File: src/rtl/fetch_unit_pkg.sv
// Shared definitions for the Simple RISC Machine fetch/memory-interface stage.
package fetch_unit_pkg;

    localparam int unsigned AW_DEF      = 9;
    localparam int unsigned TIMEOUT_DEF = 15;
    localparam int unsigned DW          = 16;

    typedef enum logic [1:0] {
        MNONE  = 2'b00,
        MREAD  = 2'b01,
        MWRITE = 2'b10
    } mem_cmd_e;

    typedef enum logic [1:0] {
        F_IDLE = 2'b00,
        F_REQ  = 2'b01,
        F_DONE = 2'b10
    } fetch_state_e;

    // Write-side payload latched at request start
    typedef struct packed {
        logic          we;
        logic [DW-1:0] wdata;
    } mem_wr_t;

endpackage

File: src/rtl/fetch_unit_pc_next.sv
// Combinational next-PC select; the PC-relative branch adder exists only
// when FETCH_BRANCH_EN is defined.
module fetch_unit_pc_next
    import fetch_unit_pkg::*;
#(
    parameter int unsigned AW = AW_DEF
) (
    input  logic [AW-1:0] pc,
    input  logic          reset_pc,
`ifdef FETCH_BRANCH_EN
    input  logic          take_branch,
    input  logic [AW-1:0] offset,
`endif
    output logic [AW-1:0] next_pc_c
);

    // reset_pc has priority over a taken branch; all sums wrap mod 2^AW
    always_comb begin
        next_pc_c = pc + AW'(1);
`ifdef FETCH_BRANCH_EN
        if (take_branch) begin
            next_pc_c = pc + AW'(1) + offset;
        end
`endif
        if (reset_pc) begin
            next_pc_c = '0;
        end
    end

endmodule

File: src/rtl/fetch_unit.sv
// Fetch/memory-interface stage: PC, data-address and instruction registers
// plus the memory handshake FSM. Optional branch support: FETCH_BRANCH_EN.
module fetch_unit
    import fetch_unit_pkg::*;
#(
    parameter int unsigned AW      = AW_DEF,
    parameter int unsigned TIMEOUT = TIMEOUT_DEF
) (
    input  logic          clk,
    input  logic          reset,
    input  logic          load_pc,
    input  logic          reset_pc,
    input  logic          addr_sel,
    input  logic          load_addr,
    input  logic          load_ir,
    input  logic [1:0]    mem_cmd,
    input  logic [DW-1:0] datapath_out,
`ifdef FETCH_BRANCH_EN
    input  logic          take_branch,
`endif
    input  logic [DW-1:0] mem_rdata,
    input  logic          mem_ready,
    output logic [AW-1:0] mem_addr,
    output logic          mem_req,
    output logic          mem_we,
    output logic [DW-1:0] mem_wdata,
    output logic [AW-1:0] pc,
    output logic [DW-1:0] ir,
    output logic [2:0]    opcode,
    output logic [1:0]    op,
    output logic [DW-1:0] sximm8,
    output logic          busy,
    output logic          mem_err
);

    localparam int unsigned CW = $clog2(TIMEOUT + 1);

    fetch_state_e  state, state_d;
    logic [CW-1:0] cnt, cnt_d;
    logic [AW-1:0] addr_reg;
    logic [AW-1:0] next_pc;
    logic [DW-1:0] rbuf;
    mem_wr_t       wr_q;
    logic          start, done_ok, done_to;

    fetch_unit_pc_next #(
        .AW(AW)
    ) u_pc_next (
        .pc         (pc),
        .reset_pc   (reset_pc),
`ifdef FETCH_BRANCH_EN
        .take_branch(take_branch),
        .offset     (sximm8[AW-1:0]),
`endif
        .next_pc_c  (next_pc)
    );

    // Access FSM: a wait that hits the timeout limit aborts to F_DONE
    always_comb begin
        state_d = state;
        cnt_d   = cnt;
        start   = 1'b0;
        done_ok = 1'b0;
        done_to = 1'b0;
        case (state)
            F_IDLE: begin
                if (mem_cmd == MREAD || mem_cmd == MWRITE) begin
                    state_d = F_REQ;
                    cnt_d   = '0;
                    start   = 1'b1;
                end
            end
            F_REQ: begin
                if (mem_ready) begin
                    state_d = F_DONE;
                    done_ok = 1'b1;
                end else if (cnt == CW'(TIMEOUT - 1)) begin
                    state_d = F_DONE;
                    done_to = 1'b1;
                end else begin
                    cnt_d = cnt + CW'(1);
                end
            end
            F_DONE:  state_d = F_IDLE;
            default: state_d = F_IDLE;
        endcase
    end

    always_ff @(posedge clk or negedge reset) begin
        if (!reset) begin
            state <= F_IDLE;
        end else begin
            state <= state_d;
        end
    end

    always_ff @(posedge clk or negedge reset) begin
        if (!reset) begin
            cnt      <= '0;
            pc       <= '0;
            addr_reg <= '0;
            ir       <= '0;
            rbuf     <= '0;
            mem_addr <= '0;
            wr_q     <= '0;
            mem_req  <= 1'b0;
            busy     <= 1'b0;
            mem_err  <= 1'b0;
        end else begin
            cnt <= cnt_d;
            if (load_pc) begin
                pc <= next_pc;
            end
            if (load_addr) begin
                addr_reg <= datapath_out[AW-1:0];
            end
            if (load_ir) begin
                ir <= rbuf;
            end
            // Address tracks the mux only while idle, so it freezes at request start
            if (state == F_IDLE) begin
                mem_addr <= addr_sel ? pc : addr_reg;
            end
            if (start) begin
                wr_q.we    <= (mem_cmd == MWRITE);
                wr_q.wdata <= datapath_out;
                mem_req    <= 1'b1;
                busy       <= 1'b1;
            end
            if (done_ok || done_to) begin
                wr_q.we <= 1'b0;
                mem_req <= 1'b0;
                busy    <= 1'b0;
            end
            if (done_ok && !wr_q.we) begin
                rbuf <= mem_rdata;
            end
            if (done_to) begin
                mem_err <= 1'b1;
            end
        end
    end

    assign mem_we    = wr_q.we;
    assign mem_wdata = wr_q.wdata;
    assign opcode    = ir[15:13];
    assign op        = ir[12:11];
    assign sximm8    = {{8{ir[7]}}, ir[7:0]};

endmodule

File: config.mk
export PLATFORM = sky130hd
export DESIGN_NAME = fetch_unit
export DESIGN_NICKNAME = d
export VERILOG_FILES = /design/src/rtl/fetch_unit_pkg.sv /design/src/rtl/fetch_unit_pc_next.sv /design/src/rtl/fetch_unit.sv
export SDC_FILE = /design/constraint.sdc
export NUM_CORES = 1
export LEC_CHECK = 0
export ABC_AREA = 1
export CAP_MARGIN = 20
export CORE_MARGIN = 2
export CORE_UTILIZATION = 46
export CTS_CLUSTER_SIZE = 16
export DETAILED_ROUTE_END_ITERATION = 12
export GPL_TIMING_DRIVEN = 0
export PLACE_DENSITY = 0.83
export SYNTH_ARGS = -nofsm -noshare
export SYNTH_HDL_FRONTEND = slang
export SYNTH_SLANG_ARGS = --single-unit
File: constraint.sdc
create_clock -name clk -period 1.7 [get_ports clk]
set_clock_uncertainty 0.15 [all_clocks]
set_input_delay 0.34 -clock clk [delete_from_list [all_inputs] [get_ports clk]]
set_output_delay 0.34 -clock clk [all_outputs]
set_load 0.02 [all_outputs]
After elaboration in Yosys (flattened, before gate mapping)
Index checks and enable logic that the tools add are counted.
{"block": "word_totals", "register_bits": 84, "inputBits": 42, "out_inout_bits": 75, "wordCells": 51}
{"block": "classes", "add_sub_neg": 2, "eq_ne": 8, "mux": 21, "reduce_logical": 9}
{"operator": "9-bit two-way mux", "n": 2}
{"operator": "17-bit two-way mux", "n": 1}
{"operator": "4-bit two-way mux", "n": 3}
{"operator": "1-bit two-way mux", "n": 10}
{"operator": "9-bit by 1-bit adder with 9-bit output, second input constant", "n": 1}
{"operator": "4-bit case mux with 2 select lines", "n": 1}
{"operator": "2-bit two-way mux", "n": 3}
{"operator": "2-bit inequality test, second input constant", "n": 3}
{"operator": "4-bit by 1-bit adder with 4-bit output, second input constant", "n": 1}
{"operator": "2-bit by 1-bit == test with 1-bit output, second input constant", "n": 2}
{"operator": "4-bit == test, second input constant", "n": 1}
{"operator": "2-bit case mux with 2 select lines", "n": 1}
{"operator": "4-bit AND reduction", "n": 1}
{"operator": "2-bit nonzero test", "n": 2}
{"operator": "3-bit inequality test, second input constant", "n": 1}
{"operator": "2-bit == test, second input constant", "n": 1}
{"operator": "2-bit logical NOT", "n": 1}
{"operator": "1-bit logical OR", "n": 2}
{"operator": "2-bit AND reduction", "n": 1}
{"operator": "1-bit logical AND", "n": 1}
{"operator": "1-bit logical NOT", "n": 1}

Longest topological paths before layout
{"block": "logic_depth", "depth_word": 6, "ltp_mapped": 8}

Hierarchy
A second synthesis with hierarchy kept.
{"block": "unflattened", "hier_cells": 413, "area_unflattened_um2": 3854.9}
{"mod": "fetch_unit", "n_inst": 1, "cells_each": 369, "area_per_inst_um2": 3659.8, "seq_area_each_um2": 2102.0}
{"mod": "fetch_unit_pc_next", "n_inst": 1, "cells_each": 44, "area_per_inst_um2": 195.2, "seq_area_each_um2": 0.0}

Worst setup path before layout
OpenSTA, ideal clock, no wires.
{"block": "synth_timing", "path_kind": "reg2reg", "from": "register pc[0]", "to": "register pc[8]", "arrival_ns": 1.170, "slack_ns": 0.263, "path_stages_with_launch": 7, "n_path_buf": 0, "cell_sequence": "dfrtp_1 ha_1 nand3_1 nor2_2 nand2_1 nor2_1 nor2_1"}
{"block": "synth_between", "elab_chain_len": 2}
{"item": "start, declared", "line": "fetch_unit.sv:27", "rtl": "output logic [AW-1:0] pc,"}
{"item": "start signal, assigned", "line": "fetch_unit.sv:112", "rtl": "pc <= next_pc;"}
{"item": "9-bit by 1-bit adder with 9-bit output", "line": "fetch_unit_pc_next.sv:19", "rtl": "next_pc_c = pc + AW'(1);"}
{"item": "9-bit two-way mux", "line": "fetch_unit_pc_next.sv:25", "rtl": "if (reset_pc) begin"}
No other way between the ends.
A chain may end at the register's enable or synchronous reset.

Worst setup path in the final report
{"block": "layout_timing", "from": "register ir[7]", "to": "output sximm8[12]"}
{"item": "start, declared", "line": "fetch_unit.sv:28", "rtl": "output logic [DW-1:0] ir,"}
{"item": "start signal, assigned", "line": "fetch_unit.sv:118", "rtl": "ir <= rbuf;"}
{"item": "end, declared", "line": "fetch_unit.sv:31", "rtl": "output logic [DW-1:0] sximm8,"}
No word-level cell between the ends.

==> results.ini <==
[route]
wl_per_cell_microns=13.2
drc=0
drtPass1Iterations=4
ant_nets=0
vias=3056
drtIter0Drc=122
drt_wl_total_mm=8.38
post_drt_via_cell_ratio=4.81

[layout]
drive_gt1_frac=0.203
final_net_count=574
final-seq-area_sq_um=2100
area_growth_pct=39.6
finalCoreUtilization=0.661
multi_input_area_sq_um=1150
n_fill_cell=624
antennaDiodeCount=0

[power]
p_sw_frac=0.396
power.internal_mw=5.27
ir_worst_vdd_uv=913
p_sw_mw=3.46
p_leak_nw=2.71
clockPowerShare=0.156
power_density_nw_per_um2=1710
p_seq_frac=0.372
power_frac_comb=0.472

[sta]
period_needed_ps=1670
fin_setup_tns_ps=0
rsz0062_at_grt=yes
finalHoldViolCount=0
fmax_mhz=600
slew-limit-headroom=0.740
period_share=0.980
drv_slew=0
worstMarginPinSlew_ps=391
setup_viol=0

[placed_design]
place_congestion=0.810
numPortBuffers=112
dp_hpwl_mm=6.20

[global_routing]
grt_use_total=0.205
grt_max_degree=56
grt_pass1_wl_mm=14.0
grt-ovfl-total=0
antenna_found_initial=0
grt_pass1_vias=2968

[hold_path]
hold_path_startpoint=load_pc
hp-class=input pin to flop

[floorplanning]
core_sq_um=7730
start_util=0.474
die_height_microns=93.2
num_rows=32
io_pins=117
die_x_microns=93.2
die_area_sq_um=8690

[setup_path]
cpPeakStageDelay_ps=420
critPathTopFamily=buffers and inverters
worstPathRequired_ps=1210
worstSetupStartpoint=ir[7]
crit_arrival_ps=1180
end_kind=primary output
critPathBufInv=3
cp-start-kind=flop
path_class=flop to primary output
crit_top_cell=buf_4
slowest_stage=dfrtp_2
cp_max_fo=5
crit_chain=buf_4, buf_4, buf_4
r2r_start=pc[0]

[flow_run]
max_cap_violations=0

[clocking]
cts_root_buf=clkbuf_8
cts-buffers-inserted=9
ctsLongestPathBuffers=2
clk_pin_slew_ps=80
clock_latency_ps=340
cts_tree=built
h-tree-depth=3
clkSinkCount=84

[yosys]
synth_warnings=0
syn_inst=394
syn-cell-area_sq_um=3660
synth_nets=440
avgSynthCellArea_sq_um=9.29
synth_seq_cells=84
ys_seq_area_frac=0.574
ys_types=23

[status]
status=finished, final reports clean

kinds of logic (layout without fill, tap and decap cells):
family,count (synthesis),after routing,synth area share
buffers and inverters,85,224,0.118
adders and majority gates,4,4,0.0137
DFF,84,84,0.574
xor gates and xnor gates,2,2,0.00479
and+or+nand+nor,148,148,0.164
muxes,16,16,0.0492
AOI/OAI and AO/OA,55,55,0.0759
metal layers:
layer / vias to the layer above / track usage / wire length (microns)
met5: - / 0 / 0
met4: 0 / 0.0576 / 116
met3: 12 / 0.0588 / 602
met2: 121 / 0.336 / 3920
met1: 1444 / 0.267 / 3740
li1: 1479 / - / -
cells in the final DEF, fill, tap and decap left out, drive strengths merged, types with 16 or more instances in the layout:
| cell | instances |
|---|---|
| clkdlybuf4s50 | 36 |
| dfrtp | 84 |
| inv | 47 |
| o21ai | 40 |
| buf | 59 |
| nand2 | 100 |
| clkbuf | 16 |
| mux2 | 16 |
| dlygate4sd2 | 51 |
| nor2 | 32 |
Yosys cell counts:
master,number,area (sq um)
nand3_1,11,55.1
a21oi_1,14,70.1
xnor2_1,1,8.76
o21ai_1,19,95.1
inv_1,46,173
o21ai_0,21,105
buf_2,7,35.0
nor2_2,3,18.8
clkbuf_1,3,11.3
nand2_1,98,368
o31ai_1,1,7.51
nand3_2,1,10.0
inv_2,1,3.75
nand4_1,3,18.8
nor2_1,29,109
nand2_2,2,12.5
ha_1,4,50.1
nor3_2,1,10.0
mux2_2,16,180
buf_4,27,203
dfrtp_1,84,2100
clkbuf_2,1,5.00
xor2_1,1,8.76
path summary, 6_finish.rpt:
| check | endpoint | slack (ps) | cells past startpoint |
|---|---|---|---|
| worst max-delay path | sximm8[12] | 30 | 3 |
| worst min-delay path | pc[0] | 80 | 2 |
| worst max register to register | pc[8] | 170 | 7 |
| worst min register to register | mem_wdata[1] | 320 | 2 |
| max in group asynchronous | pc[4] | 450 | 3 |
| min in group asynchronous | ir[3] | 330 | 2 |
final cells by class:
cell class / instances / area share
Multi-Input combinational cell: 225 / 0.224
Timing Repair Buffer: 123 / 0.213
Clock buffer: 9 / 0.0243
Tap cell: 102 / 0.0250
Buffer: 38 / 0.0532
Sequential cell: 84 / 0.412
Inverter: 47 / 0.0345
Clock inverter: 7 / 0.0132
timing repair:
action / 4_1_cts / 5_1_grt
pin swaps: 0 / 1
resized for setup: 117 / 31
hold buffers: 1 / 0
setup buffers: 8 / 2
hold endpoints to repair: 29 / 0
setup endpoints to repair: 77 / 33
per-stage QoR:
| stage | total power, mW | instance area (sq um) | hold WS, ps | std cells | setup slack (ps) |
|---|---|---|---|---|---|
| after global routing | 9.36 | 5110 | 69.4 | 635 | -10.4 |
| after detailed placement | 7.81 | 4930 | 142 | 609 | -385 |
| after floorplan | 5.71 | 3660 | -106 | 394 | 263 |
| final | 8.74 | 5110 | 78.6 | 635 | 34.6 |
| after global placement | 7.63 | 4910 | 305 | 608 | -2730 |
| after CTS | 8.73 | 5060 | 61.0 | 634 | 12.9 |
power groups by stage:
stage	registers, mW	clock network [mW]	logic (mW)
6_report	3.25	1.37	4.12
5_1_grt	3.35	1.51	4.50
4_1_cts	3.24	1.41	4.08
3_5_place_dp	3.34	0	4.47
3_3_place_gp	3.28	0	4.35
2_1_floorplan	3.86	0	1.85
No activity file was read; power rests on OpenSTA's default activity.
==> edit 1, RTL diff (same settings) <==
Re-encode `fetch_state_e` (3 states) as one-hot, 3 bits wide.
--- a/src/rtl/fetch_unit_pkg.sv
+++ b/src/rtl/fetch_unit_pkg.sv
@@ -11,10 +11,10 @@
         MWRITE = 2'b10
     } mem_cmd_e;
 
-    typedef enum logic [1:0] {
-        F_IDLE = 2'b00,
-        F_REQ  = 2'b01,
-        F_DONE = 2'b10
+    typedef enum logic [2:0] {
+        F_IDLE = 3'b001,
+        F_REQ  = 3'b010,
+        F_DONE = 3'b100
     } fetch_state_e;
 
     // Write-side payload latched at request start
Function: same outputs for any inputs over 10 cycles, from zero or initial values and one cycle with reset low; not proved beyond that.
==> edit 1 against the original RTL <==
Sequential cell count is 1 higher. Area after synthesis is 2.7% higher. Setup slack better by 0.0073 ns. Final area is 1.9% higher. Wire length is 2.3% lower. Final cell count is 1.6% lower. Count of clock-buffer cells in the layout is 1 higher. Total power is 1.1% lower. Utilization is 0.59 points higher.
==> edit 1: results (changes against the original RTL) <==
[global_routing]
grt_pass1_wl_um=13500  ; was 14,000 um
grt.total_usage_pct=19.5  ; was 20.5%
grt_max_degree=58  ; was 56

[synthesis]
muxShareOfSynthArea_pct=6.29  ; was 4.92%
synth-compound-area-share_pct=8.13  ; was 7.59%
yosysSeqAreaShare_pct=56.6  ; was 57.4%
synth_nets=435  ; was 440
synth_commonest_cells=nand2_1, dfrtp_1, inv_1, o21ai_0, buf_4  ; was nand2_1, dfrtp_1, inv_1, nor2_1, buf_4
netlist-cell-type-count=24  ; was 23
synth_xor_area_share_pct=0.466  ; was 0.479%
ys.flop_type=dfrtp_1  ; unchanged
synth_adder_area_share_pct=1.33  ; was 1.37%
synth.top_cell.area_share_pct=55.9  ; was 57.4%
synth_area_leaders=dfrtp_1, nand2_1, mux2_2, buf_4, inv_1  ; was dfrtp_1, nand2_1, buf_4, mux2_2, inv_1

[place]
gp_congestion=0.825  ; was 0.810
io_buffers=113  ; was 112
dpl.hpwl_um=6230  ; was 6200 um

[critical_path]
crit_fanout=3  ; was 5
critical_path.top_delay_family=flip-flops  ; was buffers and inverters
ff2ff_setup_slack_ns=0.12  ; was 0.17 ns
endpoint=sximm8[7]  ; was sximm8[12]
rr_endpoint=rbuf[12]  ; was pc[8]
regToRegStartpoint=state[2]  ; was pc[0]

[layout]
num-fill-cells=652  ; was 624
multi_input_area_sq_um=1220  ; was 1150 sq um
clkbuf_count=10  ; was 9
multi_input_comb_cells=226  ; was 225
nNonClkInverters=41  ; was 47
nNonClkBuffers=155  ; was 161
final_nets=564  ; was 574
clock_area_share_pct=4.30  ; was 3.75%
sh_seq_area_pct=40.9  ; was 41.2%
nonClkBufAreaFrac_pct=26.0  ; was 26.7%
drive_above_1_share_pct=20.5  ; was 20.3%

[min_path]
hold_end=pc[1]  ; was pc[0]
worstHoldPathCells=2  ; unchanged

[sta]
fin_crit_sh_pct=97.5  ; was 98.0%
setup_tns_ns=0  ; unchanged
max_slew_margin_pct=73.0  ; was 74.0%

[cts]
htreeDepth=3  ; unchanged
cts_resized=103  ; was 117
cts_setup_buffers=3  ; was 8
clk_pin_slew_worst_paths_ns=0.08  ; about the same
clock_sinks=85  ; was 84
root_buffer=clkbuf_8  ; unchanged

[detailed_routing]
wl_met2_um=3870  ; was 3920 um
num_vias=2990  ; was 3,056
wire_per_inst_um=13.1  ; was 13.2 um
first_iter_violations=78  ; was 122
route.met3.wl_um=748  ; was 602 um
wl_met1_um=3450  ; was 3740 um

[power_and_ir_drop]
ir_drop_uv=839  ; was 913 uV
power.leakage_nw=2.75  ; was 2.71 nW

[outcome]
outcome=completed  ; unchanged

## edit 1: cell count changes after synthesis, sizes merged, moves of 2 or more
| cell | change |
|---|---|
| nand3 | -2 |
| mux2 | +5 |
| o21bai | +2 |
| nand2 | +19 |
| o21ai | +2 |
| inv | -6 |
| nor2 | -16 |
| a21oi | -10 |
## edit 1: through the flow
step	hold slack, ns	instances	cell area (sq um)	power (mW)	setup slack [ns]
floorplan	-0.106	389	3760	5.60	0.273
global placement	0.303	604	5020	7.46	-2.81
detailed placement	0.145	605	5040	7.61	-0.297
CTS	0.126	625	5170	8.65	0.00394
global route	0.142	625	5210	9.20	-0.0134
finish	0.136	625	5210	8.64	0.0419
## edit 1: power breakdown
group / internal [mW] / switching (mW)
registers: 2.76 / 0.449
clock network: 0.865 / 0.691
logic: 1.72 / 2.15
## edit 1: metal layers
metal | track usage [%] | vias to the layer above
li1 | - | 1458
met4 | 6.40 | 0
met5 | 0 | -
met1 | 24.1 | 1408
met2 | 33.3 | 114
met3 | 5.11 | 10
==> edit 2, RTL diff (same flow settings) <==
Made on the original files. Add a define of `FETCH_BRANCH_EN`.
--- a/src/rtl/fetch_unit_pc_next.sv
+++ b/src/rtl/fetch_unit_pc_next.sv
@@ -1,5 +1,7 @@
 // Combinational next-PC select; the PC-relative branch adder exists only
 // when FETCH_BRANCH_EN is defined.
+`define FETCH_BRANCH_EN
+
 module fetch_unit_pc_next
     import fetch_unit_pkg::*;
 #(
Interface: changed (added take_branch); port bits go from 117 to 118. No check against the original RTL was run, so the function may have changed too.
==> edit 2 against the original RTL <==
The flow now finishes with violations (setup timing). Combinational power grew 57%. Wire length grew 29%. Final cell count grew 13%. Final area grew 20%. Total power grew 30%. Area after synthesis grew 12%. Sequential cell count is the same. Utilization grew 4.8 points. Setup slack lost 0.56 ns.
==> edit 2: results (changes against the original RTL) <==
[outcome]
outcome=finished with violations  ; was completed
failed_checks=setup timing

[global_routing]
grt.total_usage_pct=21.8  ; was 20.5%

[cts]
cts_resized=151  ; was 117
clock_latency_ns=0.36  ; was 0.34 ns
cts_setup_buffers=26  ; was 8

[min_path]
hp-start=mem_ready  ; was load_pc

[layout]
final_nets=658  ; was 574

[synthesis]
syn_avg_cell_area_sq_um=9.32  ; was 9.29 sq um
synth_commonest_cells=nand2_1, dfrtp_1, inv_1, o21ai_0, nor2_1  ; was nand2_1, dfrtp_1, inv_1, nor2_1, buf_4
synth_area_leaders=dfrtp_1, nand2_1, mux2_2, o21ai_0, buf_4  ; was dfrtp_1, nand2_1, buf_4, mux2_2, inv_1
yosysSeqAreaShare_pct=51.2  ; was 57.4%

[place]
dp_slack_ns=-0.641  ; was -0.385 ns
placed_area_sq_um=5500  ; was 4930 sq um
dpl.hpwl_um=7230  ; was 6200 um

[sta]
max_slew_margin_pct=68.8  ; was 74.0%
setup-violations-final=24  ; was 0
fin_hold_ws_ns=0.107  ; was 0.0786 ns
fin_ws_ns=-0.522  ; was 0.0346 ns

[critical_path]
reg2reg_depth=17  ; was 7
max_stage_delay_ns=0.45  ; was 0.42 ns
critical_path.top_delay_family=simple AND/OR/NAND/NOR gates  ; was buffers and inverters

[power_and_ir_drop]
p_int_mw=6.61  ; was 5.27 mW

[detailed_routing]
wl_um=10800  ; was 8380 um
drt-pass1-iter-count=5  ; was 4
num_vias=3584  ; was 3,056

## edit 2: cell type report
type,instances,area [sq um]
plain buffers,33,245
clock buffers,9,124
clock inverters,7,75.1
fillers,674,2520
inverters,42,165
multi-input cells,279,1900
flip-flops and latches,84,2120
well taps,108,135
repair buffers,153,1390
## edit 2: kinds of logic (layout without fill, tap and decap cells)
| logic type | after synthesis | after routing | synth area share [%] |
|---|---|---|---|
| adders and majority gates | 13 | 13 | 4.15 |
| AOI/OAI and AO/OA | 61 | 61 | 7.90 |
| muxes | 31 | 31 | 9.42 |
| DFF | 84 | 84 | 51.2 |
| buffers and inverters | 77 | 244 | 9.82 |
| and+or+nand+nor | 170 | 170 | 16.6 |
| xor gates and xnor gates | 4 | 4 | 0.854 |
## edit 2: metal layers
layer	global-route usage, %	share of wire [%]	vias up
met5	0	0	-
met4	8.43	1.9	0
met3	3.55	4.0	16
met2	36.9	52	85
met1	28.2	42	1763
li1	-	-	1720
